$ cat src/rtl/serial_seq_detector_pkg.sv
// serial_seq_detector_pkg: shared types and default constants for the serial sequence detector
package seq_det_pkg;
    typedef enum logic {FILL, ARMED} state_t;
    localparam int DEF_PATTERN_W = 4;
    localparam logic [DEF_PATTERN_W-1:0] DEF_PATTERN = 4'b1011;
    localparam int DEF_CNT_W = 8;
    localparam logic [DEF_CNT_W-1:0] DEF_CNT_MAX = '1;
endpackage

$ cat src/rtl/serial_seq_detector_if.sv
// serial_seq_detector_if: serial input qualifiers and detector outputs
interface serial_seq_detector_if #(
    parameter int PATTERN_W = 4,
    parameter int CNT_W = 8
);
    logic en;
    logic d;
    logic clr;
    logic match;
    logic [CNT_W-1:0] match_count;
    logic [PATTERN_W-1:0] history;
    modport master(output en, d, clr, input match, match_count, history);
    modport slave(input en, d, clr, output match, match_count, history);
endinterface

$ cat src/rtl/serial_seq_detector_sat_counter.sv
// sat_counter: up-counter with synchronous clear that sticks at all-ones
module sat_counter #(
    parameter int W = 8
) (
    input  logic         clk,
    input  logic         reset,
    input  logic         inc,
    input  logic         clr,
    output logic [W-1:0] cnt
);
    // clear wins over increment; increment stops at the maximum value
    always_ff @(posedge clk or negedge reset)
        if (!reset) cnt <= '0;
        else if (clr) cnt <= '0;
        else if (inc && cnt != '1) cnt <= cnt + W'(1);
endmodule

$ cat src/rtl/serial_seq_detector.sv
// serial_seq_detector: detects a serial bit pattern, pulses match and counts hits
module serial_seq_detector
    import seq_det_pkg::*;
#(
    parameter int PATTERN_W = DEF_PATTERN_W,
    parameter logic [PATTERN_W-1:0] PATTERN = DEF_PATTERN,
    parameter bit OVERLAP = 1'b1,
    parameter int CNT_W = DEF_CNT_W
) (
    input logic clk,
    input logic reset,
    serial_seq_detector_if.slave bus
);
    localparam int FW = $clog2(PATTERN_W + 1);
    localparam logic [FW-1:0] FULL = FW'(PATTERN_W);
    state_t state, state_nx;
    logic [PATTERN_W-1:0] hist, hist_nx;
    logic [FW-1:0] fill, fill_nx;
    logic hit, match_r;
    logic [CNT_W-1:0] cnt;
    // next history/fill for an accepted bit; a hit needs a full window equal to the pattern
    always_comb begin
        hist_nx = {hist[PATTERN_W-2:0], bus.d};
        fill_nx = (state == ARMED) ? FULL : fill + FW'(1);
        hit = bus.en && hist_nx == PATTERN && fill_nx == FULL;
        state_nx = state;
        if (bus.en) state_nx = (fill_nx == FULL && !(hit && !OVERLAP)) ? ARMED : FILL;
        if (hit && !OVERLAP) fill_nx = '0;
    end
    // state, history and fill update only on accepted bits; clr discards the bit
    always_ff @(posedge clk or negedge reset)
        if (!reset) begin
            state <= FILL;
            hist <= '0;
            fill <= '0;
            match_r <= 1'b0;
        end else if (bus.clr) begin
            state <= FILL;
            hist <= '0;
            fill <= '0;
            match_r <= 1'b0;
        end else begin
            match_r <= hit;
            if (bus.en) begin
                state <= state_nx;
                hist <= hist_nx;
                fill <= fill_nx;
            end
        end
    sat_counter #(.W(CNT_W)) u_cnt (
        .clk  (clk),
        .reset(reset),
        .inc  (hit),
        .clr  (bus.clr),
        .cnt  (cnt)
    );
    assign bus.match = match_r;
    assign bus.match_count = cnt;
    assign bus.history = hist;
endmodule

$ cat src/flat_wrapper.sv
// flat-port wrapper written by rule: the top's interface ports become plain ports
module serial_seq_detector_flat import seq_det_pkg::*;
#(
    parameter int PATTERN_W = DEF_PATTERN_W,
    parameter logic [PATTERN_W-1:0] PATTERN = DEF_PATTERN,
    parameter bit OVERLAP = 1'b1,
    parameter int CNT_W = DEF_CNT_W
)
  (clk, reset, bus_en, bus_d, bus_clr, bus_match, bus_match_count, bus_history);
  serial_seq_detector_if #(.PATTERN_W(PATTERN_W), .CNT_W(CNT_W)) bus_i ();
  input logic clk;
  input logic reset;
  input wire logic [$bits(bus_i.en)-1:0] bus_en;
  input wire logic [$bits(bus_i.d)-1:0] bus_d;
  input wire logic [$bits(bus_i.clr)-1:0] bus_clr;
  output wire logic [$bits(bus_i.match)-1:0] bus_match;
  output wire logic [$bits(bus_i.match_count)-1:0] bus_match_count;
  output wire logic [$bits(bus_i.history)-1:0] bus_history;
  assign bus_i.en = bus_en;
  assign bus_i.d = bus_d;
  assign bus_i.clr = bus_clr;
  assign bus_match = bus_i.match;
  assign bus_match_count = bus_i.match_count;
  assign bus_history = bus_i.history;
  serial_seq_detector #(.PATTERN_W(PATTERN_W), .PATTERN(PATTERN), .OVERLAP(OVERLAP), .CNT_W(CNT_W)) u_core (.clk(clk), .reset(reset), .bus(bus_i));
endmodule
$ cat config.mk
export PLATFORM = sky130hd
export DESIGN_NAME = serial_seq_detector_flat
export DESIGN_NICKNAME = d
export VERILOG_FILES = /design/src/rtl/serial_seq_detector_pkg.sv /design/src/rtl/serial_seq_detector_if.sv /design/src/rtl/serial_seq_detector_sat_counter.sv /design/src/rtl/serial_seq_detector.sv /design/src/flat_wrapper.sv
export SDC_FILE = /design/constraint.sdc
export NUM_CORES = 1
export LEC_CHECK = 0
export BUFFER_PORTS_ARGS = -buffer_cell sky130_fd_sc_hd__buf_2
export CORE_AREA = 5 5 43 49
export CTS_BUF_LIST = sky130_fd_sc_hd__clkbuf_2
export DETAILED_ROUTE_END_ITERATION = 16
export DIE_AREA = 0 0 48 54
export PLACE_DENSITY_LB_ADDON = 0.3
export SETUP_SLACK_MARGIN = 0.1
export SLEW_MARGIN = 20
export SYNTH_ARGS = -nofsm -noshare
export SYNTH_HDL_FRONTEND = slang
export SYNTH_SLANG_ARGS = --single-unit
$ cat constraint.sdc
create_clock -name clk -period 3 [get_ports clk]
set_input_delay 0.3 -clock clk [delete_from_list [all_inputs] [get_ports clk]]
set_output_delay 0.3 -clock clk [all_outputs]
set_load 0.02 [all_outputs]
### Word level (Yosys, flattened, before mapping)

Index checks and enable logic that the tools add are counted.

* register bits after elaboration: 17
* bits of input ports: 5
* output and inout bits: 13
* word-level logic and storage cells: 26

* $add $sub $neg: 2
* eq/ne operators: 3
* muxes and demuxes: 11
* reduce and logical (&&, ||, !) cells: 5

Operators with widths (count)
* $mux W8: 2
* $mux W3: 3
* $add A8 B1 Y8 const B: 1
* $mux W4: 2
* $ne A8 B8 Y1 const B: 1
* $eq A4 B4 Y1 const B: 1
* $mux W1: 4
* $reduce_bool A2 Y1: 2
* $add A3 B1 Y3 const B: 1
* $eq A3 B3 Y1 const B: 1
* $logic_and A1 B1 Y1: 3

### Longest topological paths before layout

* depth in word-level cells: 7
* gate-level depth with buffers: 6
* gate-level depth less buffers: 5

### Cells and area by module

Synthesis repeated with hierarchy kept, for this count alone.

* cells, all modules: 88
* area total of the unflattened synthesis: 885.8 um^2

Modules (own cells, without submodules)
* sat_counter: instances 1, cells an instance 49, area each 464.2 um^2, seq. area each 200.2 um^2
* serial_seq_detector: instances 1, cells an instance 39, area each 421.7 um^2, seq. area each 225.2 um^2

### Least setup slack after synthesis

No wires, ideal clock.

* path kind: register to register
* start: register u_core.fill[0]
* end: register u_core.u_cnt.cnt[5]
* library setup time: 0.128 ns
* data arrival time: 1.615 ns
* data required time: 2.872 ns
* slack: 1.258 ns
* cell stages (with the launch flop): 6
* buffers on the path: 0
* period minus slack after synthesis: 1.742 ns
* cells stage by stage: dfrtp_1 > ha_1 > xor2_1 > a31oi_1 > nor4_1 > mux2_1

* longest elaborated chain between the ends: 6

Ends and longest elaborated chain
* start, declared: RTL line serial_seq_detector.sv:18 `logic [FW-1:0] fill, fill_nx;`
* start signal, assigned: RTL line serial_seq_detector.sv:47 `fill <= fill_nx;`
* $add A3 B1 Y3: RTL line serial_seq_detector.sv:24 `fill_nx = (state == ARMED) ? FULL : fill + FW'(1);`
* $mux W3: RTL line serial_seq_detector.sv:24
* $eq A3 B3 Y1: RTL line serial_seq_detector.sv:25 `hit = bus.en && hist_nx == PATTERN && fill_nx == FULL;`
* $logic_and A1 B1 Y1: RTL line serial_seq_detector.sv:25
* $logic_and A1 B1 Y1: RTL line serial_seq_detector_sat_counter.sv:15 `else if (inc && cnt != '1) cnt <= cnt + W'(1);`
* $reduce_bool A2 Y1 (no source line)
* end signal, assigned: RTL line serial_seq_detector_sat_counter.sv:15
* end, declared: RTL line serial_seq_detector_sat_counter.sv:9 `output logic [W-1:0] cnt`

No other way between the ends.
A chain may end at the register's enable or synchronous reset.

### Final worst setup path

Ends and elaborated chain as after synthesis.

==> metrics list <==
- Layout cell share with drive strength beyond 1: 20.37%
* Worst hold path startpoint: bus_d
* Number of optimization iterations in the first detailed-route pass: 4
- Among cell families on the critical path, the largest total delay comes from compound AO/OA/AOI/OAI gates.
- Based on the critical path, the design can be clocked at up to about 0.44 GHz.
- Global-route congestion overflow total: 0
* Yosys Warn Count: 0
- Buffer cell driving the clock tree root: sky130_fd_sc_hd__clkbuf_2
- The tightest min-delay check is of the input pin to register type.
- The final layout contains routed wiring with a total length of 1708 µm.
* Area of the mapped netlist: 880.8 µm²
- Setup total negative slack: 0 ns
- Slowest-stage cell, CP: sky130_fd_sc_hd__a31oi_1
- In this run the critical register-to-register path is launched from u_core.fill[0]$_DFFE_PN0P_.
- Kind of end point of the critical path: register
- Average cell area after synthesis: 9.680 µm²
- Class of the most critical setup path: register to register
* Clock slew seen by the registers of the worst setup and hold paths: ~0.15 ns
- Sequential cells were found to cover approximately half of the synthesized design area.
- Setup violation total in the final timing report: 0
* Number of antenna violations at the first check in global routing: 0
* Number of I/O port buffers: 17
- GRT Resource Usage Total: ~16%
- Post-CTS timing repair inserted 0 buffers for setup.
- Dividing the detail-routed via count by the number of cells gives between 5 and 6.
- Antenna fix cells: 0
* Iter 0 DRT Violations: 13
- The synthesized netlist contains 32 unique library cells.
- CTS H-Tree Depth: 1
- Data on the critical path is required at its endpoint by roughly 3.2 ns.
* Critical Path Start: u_core.fill[0]$_DFFE_PN0P_
- Leakage Power: 0.4707 nW
- Headroom to the max-slew limit came out at 35.03%.
* DRC errors left: 0
- After floorplanning, the core was sized to cover between 0.0015 and 0.002 mm².
- Top library cells by usage in the layout, fill and taps aside: sky130_fd_sc_hd__buf_2 (17), sky130_fd_sc_hd__dfrtp_1 (17), sky130_fd_sc_hd__nor2_1 (12)
- Unrepaired setup endpoints after global routing: no
- Ordered list of cells on the worst path: ha_1, xor2_1, a31oi_1, nor4_1, mux2_1
- Syn_nets: about 100
* Initial standard-cell utilization of the core: a little over half
- TritonCTS built the clock tree.
- Max-cap violations in this run came to 0.
- Counting the buffers created by CTS gives 3.
- Final hold violation count: 0
- For this block, the via count after detailed routing is 740.
- Post-layout minimum cycle time: 2.267 ns
- Final cell count without fillers: 126
* Mapped Cells: around 90
- Pin count of the biggest net entering global routing: 19
- The floorplan step defined a die boundary enclosing about 0.0026 mm².
- Power spread over the standard cell area amounts to 381.6 mW/mm².
- From left edge to right edge, the die measures between 40 and 50 µm.
- The clock passes through at most 2 buffers.
- Number of cells after detailed placement: about 120
* Peak supply drop: ~0.20 mV
- # nets final: approximately 120
- Counting both buffers and inverters, the worst setup path holds a total of 0.
* Via count of the first global-routing pass: just under 700
* Delay of the slowest critical-path stage: 0.75 ns
- Run status: finished clean
- Row count: 16
- At the worst endpoint, the arrival time is about 2.4 ns.
* Worst-Margin Slew: 0.9700 ns
- Synth-to-layout area growth: 12.50%
- Wire length of the first global-routing pass: slightly below 3000 µm
- Final Max Tran Viols: 0
* Synthesized flop and latch total: 17
- In this run the worst path has a maximum fanout of 14.
- Worst Setup Start Kind: register
- Remaining number of nets flagged by the antenna check after routing: 0
- The clock reaches the later pin of the worst-skew pair after approximately 0.27 ns.
- Clock Sinks: 17
* Final HPWL DP: around 1200 µm
- Routed wire per std cell: 13.56 µm
- Routability Congestion: 0.8021
- 18 I/O pins were placed.
- In the finished design, the share of the clock period the worst path needs comes to 75.55%.
* Height of the die: roughly 54 µm
- Clock skew after layout: a little under 0.002 ns
[routing by layer]
| layer | wire length, µm | vias to the layer above | global-route usage [%] |
|---|---|---|---|
| met2 | 835 | 21 | 25.33 |
| met4 | 17 | 0 | 7.175 |
| met3 | 82 | 2 | 3.010 |
| met5 | 0 | - | 0 |
| met1 | 773 | 350 | 20.37 |
| li1 | - | 367 | - |
[worst register-to-register path: stages (launching register included)]
cell and delay (ns):
sky130_fd_sc_hd__dfrtp_1 0.45, sky130_fd_sc_hd__ha_1 0.25, sky130_fd_sc_hd__xor2_1 0.18, sky130_fd_sc_hd__a31oi_1 0.75
sky130_fd_sc_hd__nor4_1 0.19, sky130_fd_sc_hd__mux2_1 0.35
[registers in the layout, summed over array words and instances, names as in the netlist]
| name | flops |
|---|---|
| u_core.bus.history | 4 |
| u_core.state | 1 |
| u_core.u_cnt.cnt | 8 |
| u_core.bus.match | 1 |
| u_core.fill | 3 |
[timing repair]
action                                 in CTS  in global routing
resized for setup                           0                  0
hold buffers                                1                  0
endpoints found under the hold margin      17                  0
[cell usage after synthesis]
cell type | n | area [µm²]
sky130_fd_sc_hd__dfrtp_1 | 17 | 425.4
sky130_fd_sc_hd__nor2_1 | 12 | 45.04
sky130_fd_sc_hd__a21oi_1 | 7 | 35.03
sky130_fd_sc_hd__mux2i_1 | 4 | 40.04
sky130_fd_sc_hd__nand2_1 | 4 | 15.01
sky130_fd_sc_hd__nand3_1 | 4 | 20.02
sky130_fd_sc_hd__nor2b_1 | 4 | 25.02
sky130_fd_sc_hd__a311oi_1 | 3 | 26.28
sky130_fd_sc_hd__a31oi_1 | 3 | 18.77
sky130_fd_sc_hd__inv_1 | 3 | 11.26
sky130_fd_sc_hd__o31ai_1 | 3 | 22.52
sky130_fd_sc_hd__or4_1 | 3 | 22.52
sky130_fd_sc_hd__and2_1 | 2 | 12.51
sky130_fd_sc_hd__clkbuf_1 | 2 | 7.510
sky130_fd_sc_hd__ha_1 | 2 | 25.02
sky130_fd_sc_hd__o21ai_0 | 2 | 10.01
sky130_fd_sc_hd__a211oi_1 | 1 | 7.510
sky130_fd_sc_hd__a31o_2 | 1 | 8.760
sky130_fd_sc_hd__and4_1 | 1 | 8.760
sky130_fd_sc_hd__buf_1 | 1 | 3.750
sky130_fd_sc_hd__buf_2 | 1 | 5.000
sky130_fd_sc_hd__buf_6 | 1 | 11.26
sky130_fd_sc_hd__mux2_1 | 1 | 11.26
sky130_fd_sc_hd__nand2b_1 | 1 | 6.260
sky130_fd_sc_hd__nand4_1 | 1 | 6.260
sky130_fd_sc_hd__nor3_1 | 1 | 5.000
sky130_fd_sc_hd__nor4_1 | 1 | 6.260
sky130_fd_sc_hd__o211ai_1 | 1 | 7.510
sky130_fd_sc_hd__o21a_1 | 1 | 7.510
sky130_fd_sc_hd__or3_1 | 1 | 6.260
sky130_fd_sc_hd__or3b_1 | 1 | 8.760
sky130_fd_sc_hd__xor2_1 | 1 | 8.760
[where the power goes]
group          leakage, nW  switching, mW  total [mW]  internal (mW)
Sequential           0.234        0.00554       0.240          0.234
Combinational        0.220         0.0249      0.0384         0.0135
Clock               0.0166         0.0645      0.0999         0.0354
Total                0.471         0.0950       0.378          0.283
[kinds of logic after synthesis]
logic type | Yosys count | share of synthesized area, %
simple gates | 36 | 21.31
compound gates | 22 | 16.34
buf+inv | 8 | 4.403
xor+xnor | 1 | 0.9945
flops | 17 | 48.30
fa+ha+maj | 2 | 2.840
mux | 5 | 5.824
[per-stage QoR]
stage,power (mW),setup WS [ns],hold WS [ns],util [%],area (µm²)
after floorplan,0.2706,1.258,0.004409,-,880.8
after global placement,0.2807,0.8267,0.2379,58.54,960.9
after detailed placement,0.2819,0.7683,0.2452,58.54,960.9
after CTS,0.3846,0.7407,0.2554,60.37,991.0
after global routing,0.4006,0.5683,0.2839,60.37,991.0
final,0.3782,0.7335,0.2778,60.37,991.0
[final cells by class]
type | instances | area, µm²
repair buffers | 18 | 95.09
inverters | 3 | 11.26
clock buffers | 4 | 20.02
well taps | 18 | 22.52
flip-flops and latches | 17 | 425.4
fillers | 167 | 650.6
multi-input cells | 66 | 416.7
[final timing paths]
path	to	slack (ns)	depth (start not counted)
min	u_core.bus.history[0]$_DFFE_PN0P_	0.28	3
max	u_core.u_cnt.cnt[5]$_DFFE_PN0P_	0.73	5
max in group asynchronous	u_core.u_cnt.cnt[3]$_DFFE_PN0P_	2.28	2
min reg2reg	u_core.fill[2]$_DFFE_PN0P_	0.53	1
min in group asynchronous	u_core.fill[2]$_DFFE_PN0P_	0.45	2
max reg2reg	u_core.u_cnt.cnt[5]$_DFFE_PN0P_	0.73	5
No activity file was read; power rests on OpenSTA's default activity.
